## config.mk

```make
export PLATFORM = sky130hd
export DESIGN_NAME = exec_stage
export DESIGN_NICKNAME = d
export VERILOG_FILES = /design/src/rtl/exec_stage.sv
export SDC_FILE = /design/constraint.sdc
export NUM_CORES = 1
export LEC_CHECK = 0
export ABC_AREA = 1
export BUFFER_PORTS_ARGS = -buffer_cell sky130_fd_sc_hd__buf_2
export CAP_MARGIN = 20
export CORE_ASPECT_RATIO = 0.9
export CORE_UTILIZATION = 31
export CTS_CLUSTER_DIAMETER = 60
export DETAILED_ROUTE_END_ITERATION = 6
export HOLD_SLACK_MARGIN = 0.1
export PLACE_DENSITY = 0.49
export SLEW_MARGIN = 20
export SYNTH_ARGS = -nofsm -noshare
export SYNTH_HDL_FRONTEND = slang
export SYNTH_SLANG_ARGS = --single-unit
```

## constraint.sdc

```tcl
create_clock -name clk -period 3.05 [get_ports clk]
set_input_delay 0.61 -clock clk [delete_from_list [all_inputs] [get_ports clk]]
set_output_delay 0.61 -clock clk [all_outputs]
set_load 0.03 [all_outputs]
```

## src/rtl/exec_stage.sv

```systemverilog
// rtl/exec_stage.sv - execute stage: single-cycle ALU ops, iterative SRA, held result packet for write-back
module exec_stage #(
  parameter int DATA_W = 14,
  parameter int ADDR_W = 12
) (
  input  logic                     clk,
  input  logic                     reset,
  input  logic                     in_valid,
  output logic                     in_ready,
  input  logic [3:0]               in_opcode,
  input  logic [DATA_W-1:0]        in_a,
  input  logic [DATA_W-1:0]        in_b,
  input  logic [ADDR_W-1:0]        in_addr,
  output logic [DATA_W+ADDR_W+3:0] DAO,
  output logic                     pause_WRITE,
  input  logic                     data_read
);

  localparam logic [3:0] OP_MOV_SR   = 4'd0;
  localparam logic [3:0] OP_MOV_BIO  = 4'd1;
  localparam logic [3:0] OP_MOV_SA   = 4'd2;
  localparam logic [3:0] OP_POP_R    = 4'd3;
  localparam logic [3:0] OP_INC_BIO  = 4'd4;
  localparam logic [3:0] OP_INC_SR   = 4'd5;
  localparam logic [3:0] OP_XOR_SR   = 4'd6;
  localparam logic [3:0] OP_XOR_BIO  = 4'd7;
  localparam logic [3:0] OP_NAND_SR  = 4'd8;
  localparam logic [3:0] OP_NAND_BIO = 4'd9;
  localparam logic [3:0] OP_SRA_SR   = 4'd10;
  localparam logic [3:0] OP_SRA_BIO  = 4'd11;

  // Shifting further than DATA_W-1 only repeats the sign bit, so cap the count there.
  localparam logic [3:0] MAX_CNT = 4'(DATA_W - 1);

  typedef enum logic [1:0] {IDLE, EXEC, OUT} state_t;

  state_t                    state, state_d;
  logic [3:0]                op_q, op_d;
  logic [DATA_W-1:0]         a_q, a_d;
  logic [DATA_W-1:0]         b_q, b_d;
  logic [ADDR_W-1:0]         addr_q, addr_d;
  logic [3:0]                cnt_q, cnt_d;
  logic                      in_ready_d;
  logic                      pause_d;
  logic [DATA_W+ADDR_W+3:0]  dao_d;
  logic [DATA_W-1:0]         result;
  logic                      known;
  logic                      is_sra;

  always_comb begin
    result = '0;
    known  = 1'b1;
    is_sra = 1'b0;
    case (op_q)
      OP_MOV_SR, OP_MOV_BIO, OP_MOV_SA, OP_POP_R: result = a_q;
      OP_INC_BIO, OP_INC_SR:                      result = a_q + 1'b1;
      OP_XOR_SR, OP_XOR_BIO:                      result = a_q ^ b_q;
      OP_NAND_SR, OP_NAND_BIO:                    result = ~(a_q & b_q);
      OP_SRA_SR, OP_SRA_BIO: begin
        result = a_q;
        is_sra = 1'b1;
      end
      default: known = 1'b0;
    endcase
  end

  always_comb begin
    state_d    = state;
    op_d       = op_q;
    a_d        = a_q;
    b_d        = b_q;
    addr_d     = addr_q;
    cnt_d      = cnt_q;
    in_ready_d = in_ready;
    pause_d    = pause_WRITE;
    dao_d      = DAO;
    case (state)
      IDLE: begin
        in_ready_d = 1'b1;
        // Accept only once in_ready is visible upstream (not on the first edge after reset).
        if (in_valid && in_ready) begin
          op_d       = in_opcode;
          a_d        = in_a;
          b_d        = in_b;
          addr_d     = in_addr;
          cnt_d      = (in_b[3:0] > MAX_CNT) ? MAX_CNT : in_b[3:0];
          in_ready_d = 1'b0;
          state_d    = EXEC;
        end
      end
      EXEC: begin
        if (!known) begin
          in_ready_d = 1'b1;
          state_d    = IDLE;
        end else if (is_sra && (cnt_q != 4'd0)) begin
          a_d   = {a_q[DATA_W-1], a_q[DATA_W-1:1]};
          cnt_d = cnt_q - 4'd1;
        end else begin
          dao_d   = {result, addr_q, op_q};
          pause_d = 1'b0;
          state_d = OUT;
        end
      end
      OUT: begin
        if (data_read) begin
          pause_d    = 1'b1;
          in_ready_d = 1'b1;
          state_d    = IDLE;
        end
      end
      default: state_d = IDLE;
    endcase
  end

  always_ff @(posedge clk) begin
    if (reset) begin
      state       <= IDLE;
      op_q        <= '0;
      a_q         <= '0;
      b_q         <= '0;
      addr_q      <= '0;
      cnt_q       <= '0;
      in_ready    <= 1'b0;
      pause_WRITE <= 1'b1;
      DAO         <= '0;
    end else begin
      state       <= state_d;
      op_q        <= op_d;
      a_q         <= a_d;
      b_q         <= b_d;
      addr_q      <= addr_d;
      cnt_q       <= cnt_d;
      in_ready    <= in_ready_d;
      pause_WRITE <= pause_d;
      DAO         <= dao_d;
    end
  end

endmodule

```

# After elaboration in Yosys (flattened, before gate mapping)
# Index checks and enable logic that the tools add are counted.
# op_classes
bitwise	5
addsub	2
muxes	24
n_reduce_logical	21
magnitude_cmp	1
eq_ne	20
# op_table
cell	n
$pmux W14 S4	1
$pmux W14 S2	1
$mux W13	2
$eq A4 B3 Y1 const B	4
$eq A4 B4 Y1 const B	4
$mux W4	4
$add A14 B1 Y14 const B	1
$and A14 B14 Y14	1
$mux W14	1
$not A14 Y14	1
$xor A14 B14 Y14	1
$ne A2 B2 Y1 const B	6
$reduce_and A3 Y1	4
$reduce_or A12 Y1	1
$eq A4 B2 Y1 const B	2
$mux W2	4
$pmux W4 S2	1
$reduce_and A4 Y1	2
$reduce_or A2 Y1	4
$mux W1	7
$pmux W2 S3	1
$reduce_or A6 Y1	1
$eq A4 B1 Y1 const B	1
$gt A4 B4 Y1 const B	1
14 further kinds	17
# totals
input_bits	48
output_inout_bits	32
register_bits	82
wordCells	83

# Logic depth before layout (Yosys ltp)
# logic_depth
word_depth	7
depth_mapped	11
mapped_depth_nobuf	9

# Worst setup path after synthesis
# No wires, ideal clock.
# synth_timing
kind	reg2reg
start	register state[1]
end	register pause_WRITE
slack_ps	1432
setup_time_ps	122
period_less_slack_ps	1618
arrival_time_ps	1495
stages_incl_launch_ff	11
required_time_ps	2928
path_buffers	3
cell_sequence	dfxtp_1 inv_1 ha_1 buf_4 inv_1 a21oi_2 nand2_1 buf_6 buf_6 o21ai_1 nand3_1
# synth_between
elab_chain_len	3
word_cells_on_any_way	8
classes_between	5 x eq/ne; 1 x mux; 2 x reduce/logical
# synth_rtl
item	line_no	source
from (decl)	37	state_t state, state_d;
from (signal assigned)	127	state <= state_d;
$eq A2 B1 Y1 / $eq A2 B2 Y1 (equally long branches)	77	case (state)
$ne A2 B2 Y1 (no line) / $reduce_bool A2 Y1 (equally long branches)	n/a	
$reduce_and A4 Y1 (no line)	n/a	
to (signal assigned)	134	pause_WRITE <= pause_d;
to (decl)	15	output logic pause_WRITE,
# Parallel ways exist; a longest one is shown, timed or not.
# A chain may end at the register's enable or synchronous reset.

# Final worst setup path
# layout_timing
start	register state[1]
end	register cnt_q[3]
# layout_between
elab_chain_len	3
word_cells_on_any_way	8
classes_between	4 x eq/ne; 1 x mux; 3 x reduce/logical
# layout_rtl
item	line_no	source
$eq A2 B1 Y1 / $logic_not A2 Y1 (equally long branches)	77	
$ne A2 B2 Y1 (no line) / $reduce_bool A2 Y1 (equally long branches)	n/a	
$reduce_and A4 Y1 (no line)	n/a	
to (signal assigned)	132	cnt_q <= cnt_d;
to (decl)	42	logic [3:0] cnt_q, cnt_d;
# Parallel ways exist; a longest one is shown, timed or not.

==> flow_metrics.env <==
export IMPL_slew_viol_final=0
export IMPL_synth_nets=672
export IMPL_die_height_um=113
export IMPL_clock_fmax_mhz=437
export IMPL_first_pass_iters=6
export IMPL_setup_viol=0
export IMPL_tns_ns=0
export IMPL_ys_seq_area_share_pct=38.9
export IMPL_core_um2=13300
export IMPL_worstPathRequired_ns=3.28
export IMPL_grt_max_degree=42
export IMPL_synth_mux_area_share_pct=3.32
export IMPL_drt_iter0_markers=236
export IMPL_synth_fa_ha_area_share_pct=6.22
export IMPL_maxCapViolCount=0
export IMPL_fp_row_count=40
export IMPL_syn_inst=603
export IMPL_dieArea_um2=14100
export IMPL_wl_per_cell_um=14.2
export IMPL_io_pin_count=80
export IMPL_synth_cell_types=25
export IMPL_slew_headroom_pct=37.9
export IMPL_cts_sinks=82
export IMPL_cts_resized=0
export IMPL_min_path_type="reg2reg"
export IMPL_yosys_warnings=0
export IMPL_cts_tree="done"
export IMPL_synth_seq_cells=82
export IMPL_drc_errors=0
export IMPL_grt_use_total_pct=17.8
export IMPL_worstSetupEndpointType="register"
export IMPL_cts_setup_buffers=0
export IMPL_worstMarginPinSlew_ns=0.928
export IMPL_holdBufCountCts=0
export IMPL_dp_hpwl_um=8700
export IMPL_drive_gt1_share_pct=16.6
export IMPL_vias_per_cell=4.84
export IMPL_synth_xor_area_share_pct=0
export IMPL_grt_pass1_wl_um=19500
export IMPL_crit_fanout=26
export IMPL_insertion_delay_ns=0.34
export IMPL_skew_ns=0.00432
export IMPL_worst_hold_slack_ns=0.449
export IMPL_rsz0062_at_grt="false"
export IMPL_synth_top_family_by_area="simple AND/OR/NAND/NOR gates"
export IMPL_io_buffers=79
export IMPL_synthesis_area_um2=4230
export IMPL_vias=4069
export IMPL_gp_congestion=0.830
export IMPL_overflow=0
export IMPL_hold_path_depth=2
export IMPL_path_clk_slew_ns=0.06
export IMPL_ctsRootBufferMaster="clkbuf_16"
export IMPL_dieWidth_um=125
export IMPL_grt_pass1_vias=3823
export IMPL_routed_wl_um=12000
export IMPL_worst_setup_path_start_kind="register"
export IMPL_cts_made_buffers=9
export IMPL_fin_crit_ns=2.29
export IMPL_start_util_pct=31.7
export IMPL_peakVddDrop_uv=319
export IMPL_crit_type="reg2reg"
export IMPL_placed_cells=825
export IMPL_antenna_cells=0
export IMPL_avgSynthCellArea_um2=7.01
export IMPL_hold_viol=0
export IMPL_outcome="completed"
export IMPL_yosys_area_share_simple_pct=29.0
export IMPL_nNetsFinal=737
export IMPL_powerDensity_nw_per_um2=986
export IMPL_drtAntennaViolNets=0
export IMPL_crit_arrival_ns=2.52
export IMPL_synth_compound_area_share_pct=14.4
export IMPL_antenna_found_initial=0
export IMPL_nFillCells=1462
export IMPL_clock_path_buffers=2
export IMPL_period_share_pct=75.0
export IMPL_cts_max_level=3
export IMPL_r2r_cells=7
export IMPL_areaGrowthSynthToFinish_pct=18.7
export IMPL_p_leak_nw=2.19
export IMPL_stdcell_count=841
[kinds of logic after synthesis]
logic type | after synthesis
AO/OA/AOI/OAI | 118
AND/OR/NAND/NOR | 287
adder cells (fa/ha/maj) | 21
buffers and inverters | 81
flip-flops | 82
multiplexers | 14
[Yosys cell counts, drive strengths merged]
master  instances  share of area [%]
inv            45                4.0
o21bai          3               0.53
o21ai          46                5.4
a21oi          67                8.0
nand2         123                 11
dfxtp          82                 39
nand3          80                9.6
nor3            2               0.24
mux2i          14                3.3
or2             2               0.30
buf            18                2.7
ha             21                6.2
nand4          10                1.5
a21o            1               0.18
nor2           70                6.5
a211oi          1               0.18
clkbuf         18                1.6
[final cells by class]
class,count,area [um^2],area share (%)
clock inverters,3,40.0,0.799
clock buffers,13,240,4.79
inverters,45,169,3.37
flip-flops and latches,82,1640,32.7
multi-input cells,440,2230,44.6
repair buffers,90,478,9.53
well taps,168,210,4.19
[through the flow]
stage          cell area, um^2  util [%]  worst slack [ns]  power, mW
6_report                  5010      37.7             0.761       4.94
4_1_cts                   5010      37.7             0.762       4.99
5_1_grt                   5010      37.7             0.516       5.33
3_3_place_gp              4730      35.6             0.865       3.88
3_5_place_dp              4730      35.6             0.791       3.92
2_1_floorplan             4230         -              1.43       3.33
[report_power, final]
| part | internal (mW) | leakage, nW | switching, mW | total, mW |
|---|---|---|---|---|
| clock | 0.632 | 0.138 | 0.413 | 1.05 |
| combinational | 0.731 | 1.39 | 1.45 | 2.18 |
| sequential | 1.39 | 0.672 | 0.318 | 1.71 |
[layout by cell type, fill, tap and decap left out, types with 10 or more instances in the layout]
master / netlist / final
dfxtp_1: 82 / 82
inv_1: 43 / 43
o21ai_1: 17 / 17
ha_1: 21 / 21
nand4_1: 10 / 10
o21ai_0: 29 / 29
a21oi_1: 66 / 66
nor2_1: 66 / 66
buf_4: 5 / 11
nand2_1: 123 / 123
buf_2: 9 / 79
nand3_1: 79 / 79
mux2i_1: 14 / 14
[final timing paths]
kind / slack, ns / to / startpoint
max reg2reg: 0.76 / cnt_q[3]$_SDFFE_PP0P_ / state[1]$_SDFFE_PP0P_
min: 0.45 / addr_q[5]$_SDFFE_PP0P_ / addr_q[5]$_SDFFE_PP0P_
min reg2reg: 0.45 / addr_q[5]$_SDFFE_PP0P_ / addr_q[5]$_SDFFE_PP0P_
max: 0.76 / cnt_q[3]$_SDFFE_PP0P_ / state[1]$_SDFFE_PP0P_
[sequential cells by signal (all words and copies together), names as in the netlist]
signal       cells
in_ready         1
pause_WRITE      1
addr_q          12
a_q             14
state            2
DAO             30
cnt_q            4
op_q             4
b_q             14
[per-layer routing]
layer	global-route usage (%)	up-vias	share of wire [%]
met5	0	-	0
met3	4.63	6	4.0
met2	28.4	82	44
met4	4.47	0	0.67
met1	24.1	1850	52
li1	-	2131	-
[worst max-delay path, stage by stage (launching register included)]
cell and delay (ns):
dfxtp_1 0.33, inv_1 0.13, ha_1 0.55, nand2_1 0.10, nand2_1 0.63, nand2_1 0.22, nor2_1 0.15, nor2_1 0.06
(Power assumes the default switching activity.)
